File: src/rtl/etapa_if_id_ctrl_pkg.sv
// Shared definitions for the pipeline stage registers (IF/ID and its successors).
//   STEP_CONT / STEP_SINGLE : debug step-mode encodings for i_StepMode
//   NOP_WORD                : default bubble instruction word
//   adv_act_e / f_action    : per-cycle action of a stage register when enabled
package etapa_if_id_ctrl_pkg;

   localparam logic STEP_CONT   = 1'b0;
   localparam logic STEP_SINGLE = 1'b1;

   localparam logic [31:0] NOP_WORD = 32'h0000_0000;

   typedef enum logic [1:0] {
      ActIdle,
      ActLoad,
      ActStall,
      ActFlush
   } adv_act_e;

   // Flush beats stall beats load; nothing happens unless the stage is enabled.
   function automatic adv_act_e f_action(input logic adv_en, input logic flush,
                                         input logic write);
      if (!adv_en)     return ActIdle;
      else if (flush)  return ActFlush;
      else if (!write) return ActStall;
      else             return ActLoad;
   endfunction

endpackage

File: src/rtl/etapa_if_id_ctrl_step_edge_gen.sv
// Debug step gate shared by the stage registers.
//   i_clk, i_reset (sync, active-low)
//   i_Step     : debug run/step input
//   i_StepMode : STEP_CONT = advance while i_Step=1, STEP_SINGLE = advance on rising edge
//   o_AdvEn    : stage enable for this cycle
module step_edge_gen
   import etapa_if_id_ctrl_pkg::*;
(
   input  logic i_clk,
   input  logic i_reset,
   input  logic i_Step,
   input  logic i_StepMode,
   output logic o_AdvEn
);

   logic r_step_q;

   // Tracked in both modes so a mode switch with i_Step high sees no fake edge.
   always_ff @(posedge i_clk) begin
      if (!i_reset) r_step_q <= 1'b0;
      else          r_step_q <= i_Step;
   end

   always_comb begin
      o_AdvEn = i_Step;
      if (i_StepMode == STEP_SINGLE) o_AdvEn = i_Step & ~r_step_q;
   end

endmodule

File: src/rtl/etapa_if_id_ctrl.sv
// IF/ID pipeline register with flush-to-bubble, valid bit, debug stepping and
// saturating stall/flush event counters.
//   i_clk, i_reset (sync, active-low)
//   i_Step, i_StepMode           : debug step control
//   i_IF_ID_Write, i_IF_ID_Flush : hazard-unit stall / flush
//   i_Valid, i_PC4, i_PC8, i_Instruction : fetch outputs
//   i_CntClear                   : zero both event counters
//   o_PC4, o_PC8, o_Instruction, o_Valid : registered fetch fields
//   o_Advance                    : pulse the cycle after a load or flush
//   o_StallCount, o_FlushCount   : saturating event counters
module etapa_if_id_ctrl
   import etapa_if_id_ctrl_pkg::*;
#(
   parameter int unsigned       NBITS  = 32,
   parameter int unsigned       PCBITS = 32,
   parameter logic [NBITS-1:0]  NOP    = {NBITS{1'b0}},
   parameter int unsigned       CNT_W  = 16
) (
   input  logic              i_clk,
   input  logic              i_reset,
   input  logic              i_Step,
   input  logic              i_StepMode,
   input  logic              i_IF_ID_Write,
   input  logic              i_IF_ID_Flush,
   input  logic              i_Valid,
   input  logic              i_CntClear,
   input  logic [PCBITS-1:0] i_PC4,
   input  logic [PCBITS-1:0] i_PC8,
   input  logic [NBITS-1:0]  i_Instruction,
   output logic [PCBITS-1:0] o_PC4,
   output logic [PCBITS-1:0] o_PC8,
   output logic [NBITS-1:0]  o_Instruction,
   output logic              o_Valid,
   output logic              o_Advance,
   output logic [CNT_W-1:0]  o_StallCount,
   output logic [CNT_W-1:0]  o_FlushCount
);

   logic              w_adv_en;
   adv_act_e          w_act;
   logic [CNT_W-1:0]  w_stall_cnt_d;
   logic [CNT_W-1:0]  w_flush_cnt_d;

   logic [PCBITS-1:0] r_pc4;
   logic [PCBITS-1:0] r_pc8;
   logic [NBITS-1:0]  r_instr;
   logic              r_valid;
   logic              r_advance;
   logic [CNT_W-1:0]  r_stall_cnt;
   logic [CNT_W-1:0]  r_flush_cnt;

   step_edge_gen u_step_edge_gen (
      .i_clk      (i_clk),
      .i_reset    (i_reset),
      .i_Step     (i_Step),
      .i_StepMode (i_StepMode),
      .o_AdvEn    (w_adv_en)
   );

   always_comb begin
      w_act = f_action(w_adv_en, i_IF_ID_Flush, i_IF_ID_Write);
   end

   // Saturate at all-ones; a clear overrides a same-cycle increment.
   always_comb begin
      w_stall_cnt_d = r_stall_cnt;
      w_flush_cnt_d = r_flush_cnt;
      if (i_CntClear) begin
         w_stall_cnt_d = '0;
         w_flush_cnt_d = '0;
      end else begin
         if ((w_act == ActStall) && (r_stall_cnt != {CNT_W{1'b1}}))
            w_stall_cnt_d = r_stall_cnt + CNT_W'(1);
         if ((w_act == ActFlush) && (r_flush_cnt != {CNT_W{1'b1}}))
            w_flush_cnt_d = r_flush_cnt + CNT_W'(1);
      end
   end

   always_ff @(posedge i_clk) begin
      if (!i_reset) begin
         r_pc4       <= '0;
         r_pc8       <= '0;
         r_instr     <= NOP;
         r_valid     <= 1'b0;
         r_advance   <= 1'b0;
         r_stall_cnt <= '0;
         r_flush_cnt <= '0;
      end else begin
         unique case (w_act)
            ActFlush: begin
               r_pc4   <= '0;
               r_pc8   <= '0;
               r_instr <= NOP;
               r_valid <= 1'b0;
            end
            ActLoad: begin
               r_pc4   <= i_PC4;
               r_pc8   <= i_PC8;
               r_instr <= i_Instruction;
               r_valid <= i_Valid;
            end
            default: ; // idle and stall hold the data path
         endcase
         r_advance   <= (w_act == ActFlush) || (w_act == ActLoad);
         r_stall_cnt <= w_stall_cnt_d;
         r_flush_cnt <= w_flush_cnt_d;
      end
   end

   assign o_PC4         = r_pc4;
   assign o_PC8         = r_pc8;
   assign o_Instruction = r_instr;
   assign o_Valid       = r_valid;
   assign o_Advance     = r_advance;
   assign o_StallCount  = r_stall_cnt;
   assign o_FlushCount  = r_flush_cnt;

endmodule

File: config.mk
export PLATFORM = sky130hd
export DESIGN_NAME = etapa_if_id_ctrl
export DESIGN_NICKNAME = d
export VERILOG_FILES = /design/src/rtl/etapa_if_id_ctrl_pkg.sv /design/src/rtl/etapa_if_id_ctrl_step_edge_gen.sv /design/src/rtl/etapa_if_id_ctrl.sv
export SDC_FILE = /design/constraint.sdc
export NUM_CORES = 1
export LEC_CHECK = 0
export ABC_CLOCK_PERIOD_IN_PS = 5360
export CAP_MARGIN = 30
export CORE_ASPECT_RATIO = 1.1
export CORE_MARGIN = 4
export CORE_UTILIZATION = 44
export CTS_BUF_LIST = sky130_fd_sc_hd__clkbuf_16
export DETAILED_ROUTE_END_ITERATION = 7
export PLACE_DENSITY = 0.89
export SKIP_CTS_REPAIR_TIMING = 1
export SLEW_MARGIN = 20
export SYNTH_ARGS = -nofsm -noshare
export SYNTH_HDL_FRONTEND = slang
export SYNTH_SLANG_ARGS = --single-unit
File: constraint.sdc
create_clock -name i_clk -period 5.36 [get_ports i_clk]
set_clock_uncertainty 0.2 [all_clocks]
set_input_delay 1.072 -clock i_clk [delete_from_list [all_inputs] [get_ports i_clk]]
set_output_delay 1.072 -clock i_clk [all_outputs]
set_load 0.05 [all_outputs]
== Yosys cells after proc, flatten, opt, wreduce, memory -nomap -nowiden ==
Index checks and enable logic that the tools add are counted.
W data, S select, Z words.
Word-level totals
  bits in registers: 131
  bits of input ports: 104
  output and inout port bits: 130
  word-level logic and storage cells: 31
Cells by class
  add/subtract/negate cells: 2
  equality and inequality tests: 5
  muxes and demuxes: 8
  bitwise logic cells: 3
  reduce and logical (&&, ||, !) cells: 5
Operators by type and width (count)
  $pmux W32 S2: 3
  $add A16 B1 Y16 const B: 2
  $ne A16 B16 Y1 const B: 2
  $mux W2: 3
  $eq A2 B2 Y1 const B: 2
  $eq A2 B1 Y1 const B: 1
  $logic_and A1 B1 Y1: 2
  $not A1 Y1: 2
  $pmux W1 S2: 1
  $reduce_bool A2 Y1: 1
  $reduce_or A2 Y1: 1
  $and A1 B1 Y1: 1
  $logic_or A1 B1 Y1: 1
  $mux W1: 1

== Logic depth before layout (Yosys ltp) ==
  word-level depth: 6
  gate-level depth with buffers: 7

== Hierarchy ==
From an unflattened synthesis, not the netlist that was laid out.
Second synthesis, totals
  cell total of the unflattened synthesis: 531
  area, all modules: 4942.2 sq um
Modules (own cells, without submodules)
  etapa_if_id_ctrl: instances 1, cells each 528, area an instance 4904.7 sq um, sequential area each 2602.5 sq um
  step_edge_gen: instances 1, cells each 3, area an instance 37.5 sq um, sequential area each 20.0 sq um

== Worst setup path before layout ==
OpenSTA, ideal clock, no wires.
  kind: input to register
  from: input port i_IF_ID_Flush
  to: register r_stall_cnt[11], in the netlist o_StallCount[11]
  library setup time: 0.070 ns
  arrival: 2.205 ns
  path slack: 2.884 ns
  stages: 6
  cells stage by stage: buf_6 nor2_8 nand4_2 buf_6 or4_1 a21oi_1
On the way
  longest elaborated chain between the ends: 4
Ends and longest elaborated chain
  from (decl): RTL line etapa_if_id_ctrl.sv:24  | input logic i_IF_ID_Flush,
  $mux W2: RTL line etapa_if_id_ctrl_pkg.sv:23  | else if (flush) return ActFlush;
  $mux W2: RTL line etapa_if_id_ctrl_pkg.sv:22  | if (!adv_en) return ActIdle;
  $eq A2 B2 Y1: RTL line etapa_if_id_ctrl.sv:72  | if ((w_act == ActStall) && (r_stall_cnt != {CNT_W{1'b1}}))
  $logic_and A1 B1 Y1: RTL line etapa_if_id_ctrl.sv:72
  to (signal assigned): RTL line etapa_if_id_ctrl.sv:105  | r_stall_cnt <= w_stall_cnt_d;
  to (decl): RTL line etapa_if_id_ctrl.sv:49  | logic [CNT_W-1:0] r_stall_cnt;
Every way passes these cells.
A chain may end at the register's enable or synchronous reset.

== Worst setup path in the final report ==
  from: input port i_StepMode
  to: register r_pc8[4], in the netlist o_PC8[4]
On the way
  longest elaborated chain between the ends: 4
Ends and longest elaborated chain
  from (decl): RTL line etapa_if_id_ctrl.sv:22  | input logic i_StepMode,
  $mux W1 (*): RTL line etapa_if_id_ctrl_step_edge_gen.sv:26  | if (i_StepMode == STEP_SINGLE) o_AdvEn = i_Step & ~r_step_q;
  $mux W2 (*): RTL line etapa_if_id_ctrl_pkg.sv:22
  $eq A2 B1 Y1 or $eq A2 B2 Y1 (tied branches): RTL line etapa_if_id_ctrl.sv:89  | unique case (w_act)
  $pmux W32 S2 or $reduce_bool A2 Y1 (tied branches)
  to (signal assigned): RTL line etapa_if_id_ctrl.sv:98  | r_pc8 <= i_PC8;
  to (decl): RTL line etapa_if_id_ctrl.sv:45  | logic [PCBITS-1:0] r_pc8;
Every way passes the cells marked *; elsewhere a longest branch is shown, timed or not.

==> results.sh <==
export IMPL_outcome="complete, no violations"
export IMPL_die_area_mm2=0.0132
export IMPL_antenna_cells=0
export IMPL_synthTopCellsByArea="dfxtp_1, a22oi_1, nor2_1"
export IMPL_cts_tree="built"
export IMPL_p_switching_w=0.000593
export IMPL_layout_commonest_cell="clkdlybuf4s50_1"
export IMPL_synth_mux_area_frac=0.00199
export IMPL_antenna_found_initial=0
export IMPL_path_class="in -> reg"
export IMPL_yosysTopAreaCell="dfxtp_1"
export IMPL_holdWs_ns=0.300
export IMPL_place_area_mm2=0.00741
export IMPL_final_setup_viol_count=0
export IMPL_holdCritPathClass="reg -> reg"
export IMPL_place_congestion=0.834
export IMPL_core_area_mm2=0.0111
export IMPL_synth_compound_area_share=0.225
export IMPL_h_tree_depth=4
export IMPL_syn2layout_area_growth_pct=60.3
export IMPL_syn_num_nets=641
export IMPL_final_max_slew_viol_count=0
export IMPL_fin_crit_sh=0.575
export IMPL_synth_top_family_by_area="compound AO/OA/AOI/OAI gates"
export IMPL_fin_crit_ns=3.08
export IMPL_start_kind="primary input"
export IMPL_syn_avg_cell_area_um2=9.42
export IMPL_p_per_area_mw_per_mm2=314
export IMPL_grt_max_degree=98
export IMPL_n_fill_cell=732
export IMPL_dr_pass1_iters=5
export IMPL_drive_above_1_share=0.0692
export IMPL_fp_dieW_um=110
export IMPL_drt_vias_per_instance=5.72
export IMPL_netSwitchingFraction=0.234
export IMPL_syn_area_mm2=0.00504
export IMPL_vias=5226
export IMPL_wirelength_mm=16.8
export IMPL_async_flop_share=0
export IMPL_synth_fa_ha_area_frac=0.00497
export IMPL_dpl_hpwl_mm=11.6
export IMPL_grt_use_total=0.245
export IMPL_finalHoldViolCount=0
export IMPL_numCtsBuffers=17
export IMPL_rows=40
export IMPL_wl_met2_mm=8.54
export IMPL_start_util=0.456
export IMPL_netlist_area_leader_share=0.520
export IMPL_synth_edf_count=0
export IMPL_grt_pass1_vias=5101
export IMPL_ys_seq_area_frac=0.520
export IMPL_wl_met1_mm=6.12
export IMPL_p_seq_frac=0.397
export IMPL_maxCapViolCount=0
export IMPL_yosys_area_share_simple=0.206
export IMPL_combPwrFrac=0.112
export IMPL_cts_sinks=131
export IMPL_clk_latency_ns=0.41
export IMPL_fin_nets=860
export IMPL_fmax_mhz=324
export IMPL_clkPwrFrac=0.491
export IMPL_drc_errors=0
export IMPL_relSlewSlack=0.497
export IMPL_cts_buffer_depth=2
export IMPL_die_y_um=120
export IMPL_root_buffer="clkbuf_16"
export IMPL_grt_pass1_wl_mm=25.5
export IMPL_wl_per_cell_um=18.4
export IMPL_ant_nets=0
export IMPL_tns_ns=0
export IMPL_arrival_ns=3.21
export IMPL_final_cell_mix="clkdlybuf4s50_1, dfxtp_1, nor2_1"
export IMPL_regToRegSetupSlack_ns=3.15
export IMPL_internal_power_w=0.00194
export IMPL_maxUsedRoutingLayer="met4"
export IMPL_ys_types=46
export IMPL_ys_flop_type="dfxtp_1"
export IMPL_required_ns=5.49
export IMPL_final_area_mm2=0.00808
export IMPL_place_inst=881
export IMPL_cp_end_kind="flop"
export IMPL_drt_iter0_drc=395
export IMPL_synthCells=535
export IMPL_synth_seq_cells=131
export IMPL_grt_remaining_overflow=0
export IMPL_critPathMaxFanout=79
export IMPL_rsz0062_at_grt="false"
export IMPL_clkTransAtPathRegs_ns=0.05
export IMPL_port_buffers=233
export IMPL_synth_xor_area_share=0
export IMPL_leakage_nw=2.81
export IMPL_worst_slew_pin_slew_ns=0.753
export IMPL_yosysWarnings=0
export IMPL_ir_worst_vdd_mv=0.242
export IMPL_wl_met3_mm=1.55
export IMPL_final_cells=913
export IMPL_ios=234
## synth_stat cells, drive strengths merged, types with 6 or more instances
library cell and instances:
dfxtp 131, nor2 101, a22oi 97, a21oi 25, clkbuf 20, buf 19, o31ai 17, nand2 16
nand4 15, or4 15, and4 11, o21ai 11, or3 9, nand3 7, nor3 6
## power by group through the flow
stage	sequential (W)	clock [W]	combinational, W
finish	0.00101	0.00124	0.000283
global route	0.00101	0.00131	0.000297
CTS	0.00101	0.00126	0.000282
detailed placement	0.00103	0	0.000280
global placement	0.00103	0	0.000273
floorplan	0.00110	0	0.0000740
## worst paths after layout
kind                                  startpoint                      to  cells past startpoint
max                                   i_StepMode   o_PC8[4]$_SDFFE_PN0P_                      7
min                       o_PC8[30]$_SDFFE_PN0P_  o_PC8[30]$_SDFFE_PN0P_                      2
max reg2reg  u_step_edge_gen.r_step_q$_SDFF_PN0_   o_PC8[4]$_SDFFE_PN0P_                      6
min reg2reg               o_PC8[30]$_SDFFE_PN0P_  o_PC8[30]$_SDFFE_PN0P_                      2
## layout make-up
class                      instances  area (µm²)  share of cell area
sequential                       131        2620               0.325
timing repair buffer             239        2400               0.297
multi-input combinational        360        2210               0.274
clock buffer                      17         425              0.0527
clock inverter                    14         213              0.0263
tap                              147         184              0.0228
inverter                           5        18.8             0.00232
## through the flow
| stage | utilization | power [W] | setup WS [ns] |
|---|---|---|---|
| floorplan | - | 0.00117 | 2.88 |
| global placement | 0.669 | 0.00130 | 1.78 |
| detailed placement | 0.670 | 0.00131 | 1.68 |
| CTS | 0.728 | 0.00255 | 2.08 |
| global route | 0.730 | 0.00262 | 2.19 |
| finish | 0.730 | 0.00254 | 2.28 |
## metal layers
metal	global-route usage	up-vias
met5	0	-
met4	0.107	0
met3	0.102	49
met2	0.416	264
met1	0.262	2478
li1	-	2435
## state kept, by name, indices dropped and copies added (netlist names)
signal                    flops
u_step_edge_gen.r_step_q      1
o_StallCount                 16
o_FlushCount                 16
o_Instruction                32
o_Advance                     1
o_PC4                        32
o_Valid                       1
o_PC8                        32
## cell families after synthesis
kind of cell,count (synthesis)
buffers and inverters,44
AND/OR/NAND/NOR,197
AO/OA/AOI/OAI,160
adder cells (fa/ha/maj),2
multiplexers,1
flip-flops,131
## worst max-delay path, stage by stage
cell,delay (ns)
clkdlybuf4s50_1,0.48
a21boi_4,0.47
and3b_2,0.25
buf_4,0.25
buf_16,0.31
a22oi_1,0.15
nor2_1,0.15
Note: power is estimated with default switching activity, not from simulation.
